### config.mk
export PLATFORM = sky130hd
export DESIGN_NAME = emif_async_slave
export DESIGN_NICKNAME = d
export VERILOG_FILES = /design/src/rtl/emif_pkg.sv /design/src/rtl/emif_sync.sv /design/src/rtl/emif_async_slave.sv
export SDC_FILE = /design/constraint.sdc
export NUM_CORES = 1
export LEC_CHECK = 0
export CORE_ASPECT_RATIO = 0.6
export CORE_UTILIZATION = 46
export DETAILED_ROUTE_END_ITERATION = 8
export PLACE_DENSITY = 0.94
export SYNTH_ARGS = -nofsm -noshare
export SYNTH_HDL_FRONTEND = slang
export SYNTH_SLANG_ARGS = --single-unit
### constraint.sdc
create_clock -name inclk0 -period 3.1 [get_ports inclk0]
set_input_delay 0.465 -clock inclk0 [delete_from_list [all_inputs] [get_ports inclk0]]
set_output_delay 0.465 -clock inclk0 [all_outputs]
set_load 0.01 [all_outputs]
### src/rtl/emif_pkg.sv
// Shared types and constants for the EMIF asynchronous slave front end.
package emif_pkg;
  localparam int EMIF_A_W   = 22;
  localparam int EMIF_D_W   = 16;
  localparam int EMIF_DQM_W = 2;

  localparam logic [EMIF_D_W-1:0] ERR_DATA_DEF = 16'hDEAD;

  typedef enum logic [1:0] {
    IDLE    = 2'd0,
    WR_REQ  = 2'd1,
    RD_REQ  = 2'd2,
    RELEASE = 2'd3
  } state_e;
endpackage

### src/rtl/emif_sync.sv
// Multi-stage synchroniser for one asynchronous active-low strobe; resets to inactive (1).
module emif_sync #(
  parameter int SYNC_STAGES = 2
) (
  input  logic inclk0,
  input  logic rst_n,
  input  logic async_i,
  output logic sync_o
);
  logic [SYNC_STAGES-1:0] chain_q;

  always_ff @(posedge inclk0) begin
    if (!rst_n) chain_q <= '1;
    else        chain_q <= {chain_q[SYNC_STAGES-2:0], async_i};
  end

  assign sync_o = chain_q[SYNC_STAGES-1];
endmodule

### src/rtl/emif_async_slave.sv
// EMIF pin-side slave: synchronises DSP strobes and turns each access into one
// request/ack transaction on the internal register bus, stretching nWAIT meanwhile.
module emif_async_slave
  import emif_pkg::*;
#(
  parameter int                 ADDR_W      = 23,
  parameter int                 DATA_W      = 16,
  parameter int                 SYNC_STAGES = 2,
  parameter int                 TIMEOUT     = 255,
  parameter logic [DATA_W-1:0]  ERR_DATA    = ERR_DATA_DEF
) (
  input  logic                  inclk0,
  input  logic                  rst_n,
  input  logic                  EMIF_nCS3,
  input  logic                  EMIF_nCS4,
  input  logic                  EMIF_nWE,
  input  logic                  EMIF_nOE,
  input  logic [EMIF_DQM_W-1:0] EMIF_nDQM,
  input  logic [EMIF_A_W-1:0]   EMIF_A,
  input  logic [1:0]            EMIF_BA,
  input  logic [DATA_W-1:0]     EMIF_D_i,
  output logic [DATA_W-1:0]     EMIF_D_o,
  output logic                  EMIF_D_oe,
  output logic                  EMIF_nWAIT,
  output logic                  bus_cs,
  output logic [ADDR_W-1:0]     bus_addr,
  output logic [DATA_W-1:0]     bus_wdata,
  output logic [EMIF_DQM_W-1:0] bus_be,
  output logic                  bus_wr,
  output logic                  bus_rd,
  input  logic [DATA_W-1:0]     bus_rdata,
  input  logic                  bus_ack,
  output logic                  bus_err
);
  localparam int CNT_W = $clog2(TIMEOUT + 1);

  logic [3:0] raw, syn;
  logic       ncs3_s, ncs4_s, nwe_s, noe_s, cs_n, wr_act, rd_act;

  assign raw = {EMIF_nOE, EMIF_nWE, EMIF_nCS4, EMIF_nCS3};

  for (genvar i = 0; i < 4; i++) begin : g_sync
    emif_sync #(.SYNC_STAGES(SYNC_STAGES)) u_sync (
      .inclk0 (inclk0),
      .rst_n  (rst_n),
      .async_i(raw[i]),
      .sync_o (syn[i])
    );
  end

  assign {noe_s, nwe_s, ncs4_s, ncs3_s} = syn;
  assign cs_n   = ncs3_s & ncs4_s;
  assign wr_act = !cs_n && !nwe_s;
  assign rd_act = !cs_n && !noe_s;

  // BA[0] carries no meaning in 16-bit mode.
  logic unused_ba0;
  assign unused_ba0 = EMIF_BA[0];

  state_e                  state_q, state_d;
  logic [CNT_W-1:0]        cnt_q, cnt_d;
  logic                    nwait_q, nwait_d, doe_q, doe_d;
  logic                    wr_q, wr_d, rd_q, rd_d, err_q, err_d, cs_q, cs_d;
  logic [DATA_W-1:0]       do_q, do_d, wdata_q, wdata_d;
  logic [ADDR_W-1:0]       addr_q, addr_d;
  logic [EMIF_DQM_W-1:0]   be_q, be_d;

  always_ff @(posedge inclk0) begin
    if (!rst_n) begin
      state_q <= IDLE;
      cnt_q   <= '0;
      nwait_q <= 1'b1;
      doe_q   <= 1'b0;
      do_q    <= '0;
      wr_q    <= 1'b0;
      rd_q    <= 1'b0;
      err_q   <= 1'b0;
      cs_q    <= 1'b0;
      addr_q  <= '0;
      wdata_q <= '0;
      be_q    <= '0;
    end else begin
      state_q <= state_d;
      cnt_q   <= cnt_d;
      nwait_q <= nwait_d;
      doe_q   <= doe_d;
      do_q    <= do_d;
      wr_q    <= wr_d;
      rd_q    <= rd_d;
      err_q   <= err_d;
      cs_q    <= cs_d;
      addr_q  <= addr_d;
      wdata_q <= wdata_d;
      be_q    <= be_d;
    end
  end

  always_comb begin
    state_d = state_q;
    cnt_d   = cnt_q;
    nwait_d = nwait_q;
    doe_d   = doe_q;
    do_d    = do_q;
    wr_d    = wr_q;
    rd_d    = rd_q;
    err_d   = 1'b0;
    cs_d    = cs_q;
    addr_d  = addr_q;
    wdata_d = wdata_q;
    be_d    = be_q;
    case (state_q)
      IDLE: begin
        // Pins are latched raw here; DSP setup time guarantees they are stable.
        if (wr_act) begin
          state_d = WR_REQ;
          wr_d    = 1'b1;
          nwait_d = 1'b0;
          cnt_d   = '0;
          addr_d  = ADDR_W'({EMIF_A, EMIF_BA[1]});
          wdata_d = EMIF_D_i;
          be_d    = ~EMIF_nDQM;
          cs_d    = ncs3_s;
        end else if (rd_act) begin
          state_d = RD_REQ;
          rd_d    = 1'b1;
          nwait_d = 1'b0;
          doe_d   = 1'b1;
          cnt_d   = '0;
          addr_d  = ADDR_W'({EMIF_A, EMIF_BA[1]});
          cs_d    = ncs3_s;
        end
      end
      WR_REQ, RD_REQ: begin
        cnt_d = cnt_q + 1'b1;
        // A late ack on the timeout cycle still wins over the error path.
        if (bus_ack) begin
          state_d = RELEASE;
          wr_d    = 1'b0;
          rd_d    = 1'b0;
          nwait_d = 1'b1;
          if (state_q == RD_REQ) do_d = bus_rdata;
        end else if (cnt_q == CNT_W'(TIMEOUT - 1)) begin
          state_d = RELEASE;
          wr_d    = 1'b0;
          rd_d    = 1'b0;
          nwait_d = 1'b1;
          err_d   = 1'b1;
          if (state_q == RD_REQ) do_d = ERR_DATA;
        end
      end
      RELEASE: begin
        if (cs_n || (nwe_s && noe_s)) begin
          state_d = IDLE;
          doe_d   = 1'b0;
        end
      end
      default: state_d = IDLE;
    endcase
  end

  assign EMIF_D_o   = do_q;
  assign EMIF_D_oe  = doe_q;
  assign EMIF_nWAIT = nwait_q;
  assign bus_cs     = cs_q;
  assign bus_addr   = addr_q;
  assign bus_wdata  = wdata_q;
  assign bus_be     = be_q;
  assign bus_wr     = wr_q;
  assign bus_rd     = rd_q;
  assign bus_err    = err_q;
endmodule

==> results by group <==
Synth
  • Post-Syn Area: 3187 um2
  • Post-synthesis xor/xnor area fraction: 0.005497
  • Register area share after synthesis: 0.5088
  • Syn Inst Count: 346
  • Synth Area in Compound Gates: 0.2352
  • Syn_nets: between 400 and 500
  • Post-synthesis cell type count: 41
  • Post-synthesis mux area share: 0.006282
  • Adder-cell share of the synthesized area: 0.01963
  • Largest family of logic cells by synthesized area: compound AO/OA/AOI/OAI gates
  • Synthesized flop and latch total: 81
  • Syn_area_per_cell: roughly 9 um2
  • Simple-Gate Fraction of Synth Area: 0.1873
  • Synth warn: 0

Power
  • Leak: 1.657 nW
  • Switch share: 0.2347
  • Clock power share: 0.417
  • Pwr per Cell Area: between 500 and 600 nW/um2
  • Sequential Power Share: 0.445
  • Internal power: 0.001914 W
  • Logic gate share of total power: 0.138
  • NetSw: just under 0.0006 W
  • Max VDD drop: 0.4210 mV

CTS
  • Worst-path clk slew: about 0.060 ns
  • Clk sinks: 81
  • Post-CTS Setup Bufs: 0
  • CTS tree: yes
  • Max Buffers Root-to-Sink: 2
  • Clk root buf: clkbuf_16
  • Inserted Clock Buffers: 9
  • Clock latency on the worst-skew pair: 0.33 ns
  • Hold buffers post-CTS: 0
  • H-tree levels: 3
  • Post-cts sizing count: 0

Final layout
  • Nets: 536
  • Most frequent cells in the layout: 125 x clkdlybuf4s50_1, 101 x nand2_1, 81 x dfxtp_1
  • Layout cells sized above 1: 0.08068
  • Leading cell type in the layout, fill and taps excluded: clkdlybuf4s50_1
  • Inserted Diodes: 0
  • Area Growth Syn to Fin: 49.98%

Floorplan
  • Initial core utilization: 0.4773
  • Vert. Die Dim: 66.47 um
  • DIE WIDTH: ~110 um
  • Site row count: 23
  • Core box area: approximately 6700 um2
  • Die area: 7275 um2
  • I/O pins: between 100 and 150

Timing
  • Final worst path period need: around 2.2 ns
  • Skew final: about 0.0076 ns
  • RSZ-0062 raised after global routing: false
  • Final hold vios: 0
  • Crit path setup slack, layout: 0.9062 ns
  • Fmax: 0.4558 GHz
  • Worst-margin pin slew: 0.8636 ns
  • Headroom to the max-slew limit: 0.4242
  • Post-Route Setup TNS: 0 ns
  • Fin crit share: 0.7077
  • Final setup violation count: 0
  • Slew Limit Fails: 0

Critical path
  • Crit end category: register
  • Slowest-stage cell, CP: nor2_4
  • WS Path Type: register to register
  • Worst path top cell family by delay: simple AND/OR/NAND/NOR gates
  • Critical path's most frequent cell: inv_1
  • Reg2Reg Launch Point: state_q[0]
  • Required time of the critical path: 3.34 ns
  • CP Buf/Inv Count: 2
  • Worst Reg-to-Reg Cells: 6
  • Crit path max fanout: 25
  • Reg2Reg Capture Point: bus_addr[6]
  • CP peak stage delay: 0.54 ns
  • R2R Setup Slk: approximately 0.91 ns
  • Crit path DAT: 2.43 ns
  • Startpoint Class: register
  • Critical-path cell list: inv_1, ha_1, inv_1, nor2_4, nand2_1, a21boi_0

Status
  • Run status: finished, final reports clean

Hold path
  • WHS Path Cells: 1
  • Hold EP: g_sync[1].u_sync.chain_q[1]
  • Min-Delay Path Class: register to register
  • HP Start: g_sync[1].u_sync.chain_q[0]

Placed design
  • RePlAce Congestion: around 0.85
  • Dpl ws: 0.9137 ns
  • Hpwl dp: slightly below 6000 um
  • Port bufs: 126

Route
  • Vias per std cell: 5.203
  • ANT nets after route: 0
  • Routed wire length per instance: 14.67 um
  • First DRT Iteration DRCs: 164
  • Routed wire length: ~8000 um
  • Via Count: between 2000 and 3000
  • DRT Pass-1 Iters: 4
  • Detailed-route DRC error count: 0

Flow run
  • Max_cap viols: 0

GRT
  • Initial antenna violation count: 0
  • Vias in the first global route: approximately 2700
  • Largest net degree at the start of global routing: 31
  • GRT Overall Usage: 0.2274
  • Remaining global-route overflow: 0
  • First-pass GRT wire length: 12410 um
==> through the flow <==
| step | instance area (um2) | utilization | power, W | instances | hold WS, ns |
|---|---|---|---|---|---|
| after floorplan | 3187 | - | 0.001301 | 346 | 0.3863 |
| after global placement | 4482 | 0.6713 | 0.001464 | 542 | 0.3946 |
| after detailed placement | 4482 | 0.6713 | 0.001479 | 542 | 0.3955 |
| after CTS | 4780 | 0.7159 | 0.002523 | 558 | 0.4065 |
| after global routing | 4780 | 0.7159 | 0.002609 | 558 | 0.4281 |
| final | 4780 | 0.7159 | 0.002501 | 558 | 0.4050 |
==> how the worst max path moves through the flow <==
stage                     startpoint          end  cells after the start
after floorplan           state_q[1]     cnt_q[5]                      7
final                     state_q[0]  bus_addr[6]                      6
after CTS                 state_q[0]  bus_addr[6]                      6
after detailed placement  state_q[0]  bus_addr[6]                      6
after global placement    state_q[0]     cnt_q[0]                      6
after global routing      state_q[0]       bus_wr                      5
==> layout make-up <==
type                       count  area (um2)
multi-input combinational    238        1446
inverter                       7       26.28
fill                         505        1897
timing repair buffer         129        1279
sequential                    81        1622
clock inverter                 5       55.05
tap                           87       108.9
clock buffer                  11       242.7
==> synth_stat cells, drive strengths merged <==
cell type | instances | area share
buf | 8 | 0.015
a22oi | 1 | 0.0067
dfxtp | 81 | 0.51
o21a | 1 | 0.0024
inv | 7 | 0.0082
o21ai | 11 | 0.017
and3 | 1 | 0.0020
a21oi | 7 | 0.015
mux2i | 2 | 0.0063
nor2 | 10 | 0.015
nand4 | 1 | 0.0020
o2bb2ai | 1 | 0.0027
o211a | 2 | 0.0063
nand2b | 8 | 0.016
nand2 | 101 | 0.12
or3 | 1 | 0.0024
a2111oi | 2 | 0.017
nand3b | 1 | 0.0024
and2b | 1 | 0.0024
or4 | 3 | 0.0071
o22ai | 5 | 0.0098
xnor2 | 2 | 0.0055
nor2b | 1 | 0.0020
a21boi | 42 | 0.099
and2 | 2 | 0.0039
clkbuf | 12 | 0.014
and4 | 1 | 0.0027
ha | 5 | 0.020
o221a | 11 | 0.039
a211oi | 1 | 0.0024
nor3 | 4 | 0.0063
nand3 | 3 | 0.0047
a22o | 1 | 0.0031
a311oi | 2 | 0.0055
o211ai | 1 | 0.0024
o31ai | 3 | 0.0071
==> cells by family after synthesis <==
| logic type | after synthesis |
|---|---|
| xor+xnor | 2 |
| simple gates | 138 |
| compound gates | 91 |
| mux | 2 |
| flops | 81 |
| buf+inv | 27 |
| fa+ha+maj | 5 |
==> flip-flops by register name, indices dropped and copies added (netlist names) <==
name and count:
EMIF_D_o 16, EMIF_D_oe 1, EMIF_nWAIT 1, bus_addr 23
bus_be 2, bus_cs 1, bus_err 1, bus_rd 1
bus_wdata 16, bus_wr 1, cnt_q 8, g_sync.u_sync.chain_q 8
state_q 2
==> power by group through the flow <==
stage / logic, W / registers (W) / clock network, W
floorplan: 0.000155 / 0.00115 / 0
global placement: 0.000332 / 0.00113 / 0
detailed placement: 0.000343 / 0.00114 / 0
CTS: 0.000346 / 0.00111 / 0.00107
global route: 0.000372 / 0.00112 / 0.00112
finish: 0.000345 / 0.00111 / 0.00104
==> layer usage <==
layer	track usage	wire (um)	up-vias
li1	-	-	1424
met1	0.2709	3321	1334
met2	0.3632	3823	134
met3	0.1027	955	11
met4	0.08000	87	0
met5	0	0	-
Power figures use the tool's default switching activity.
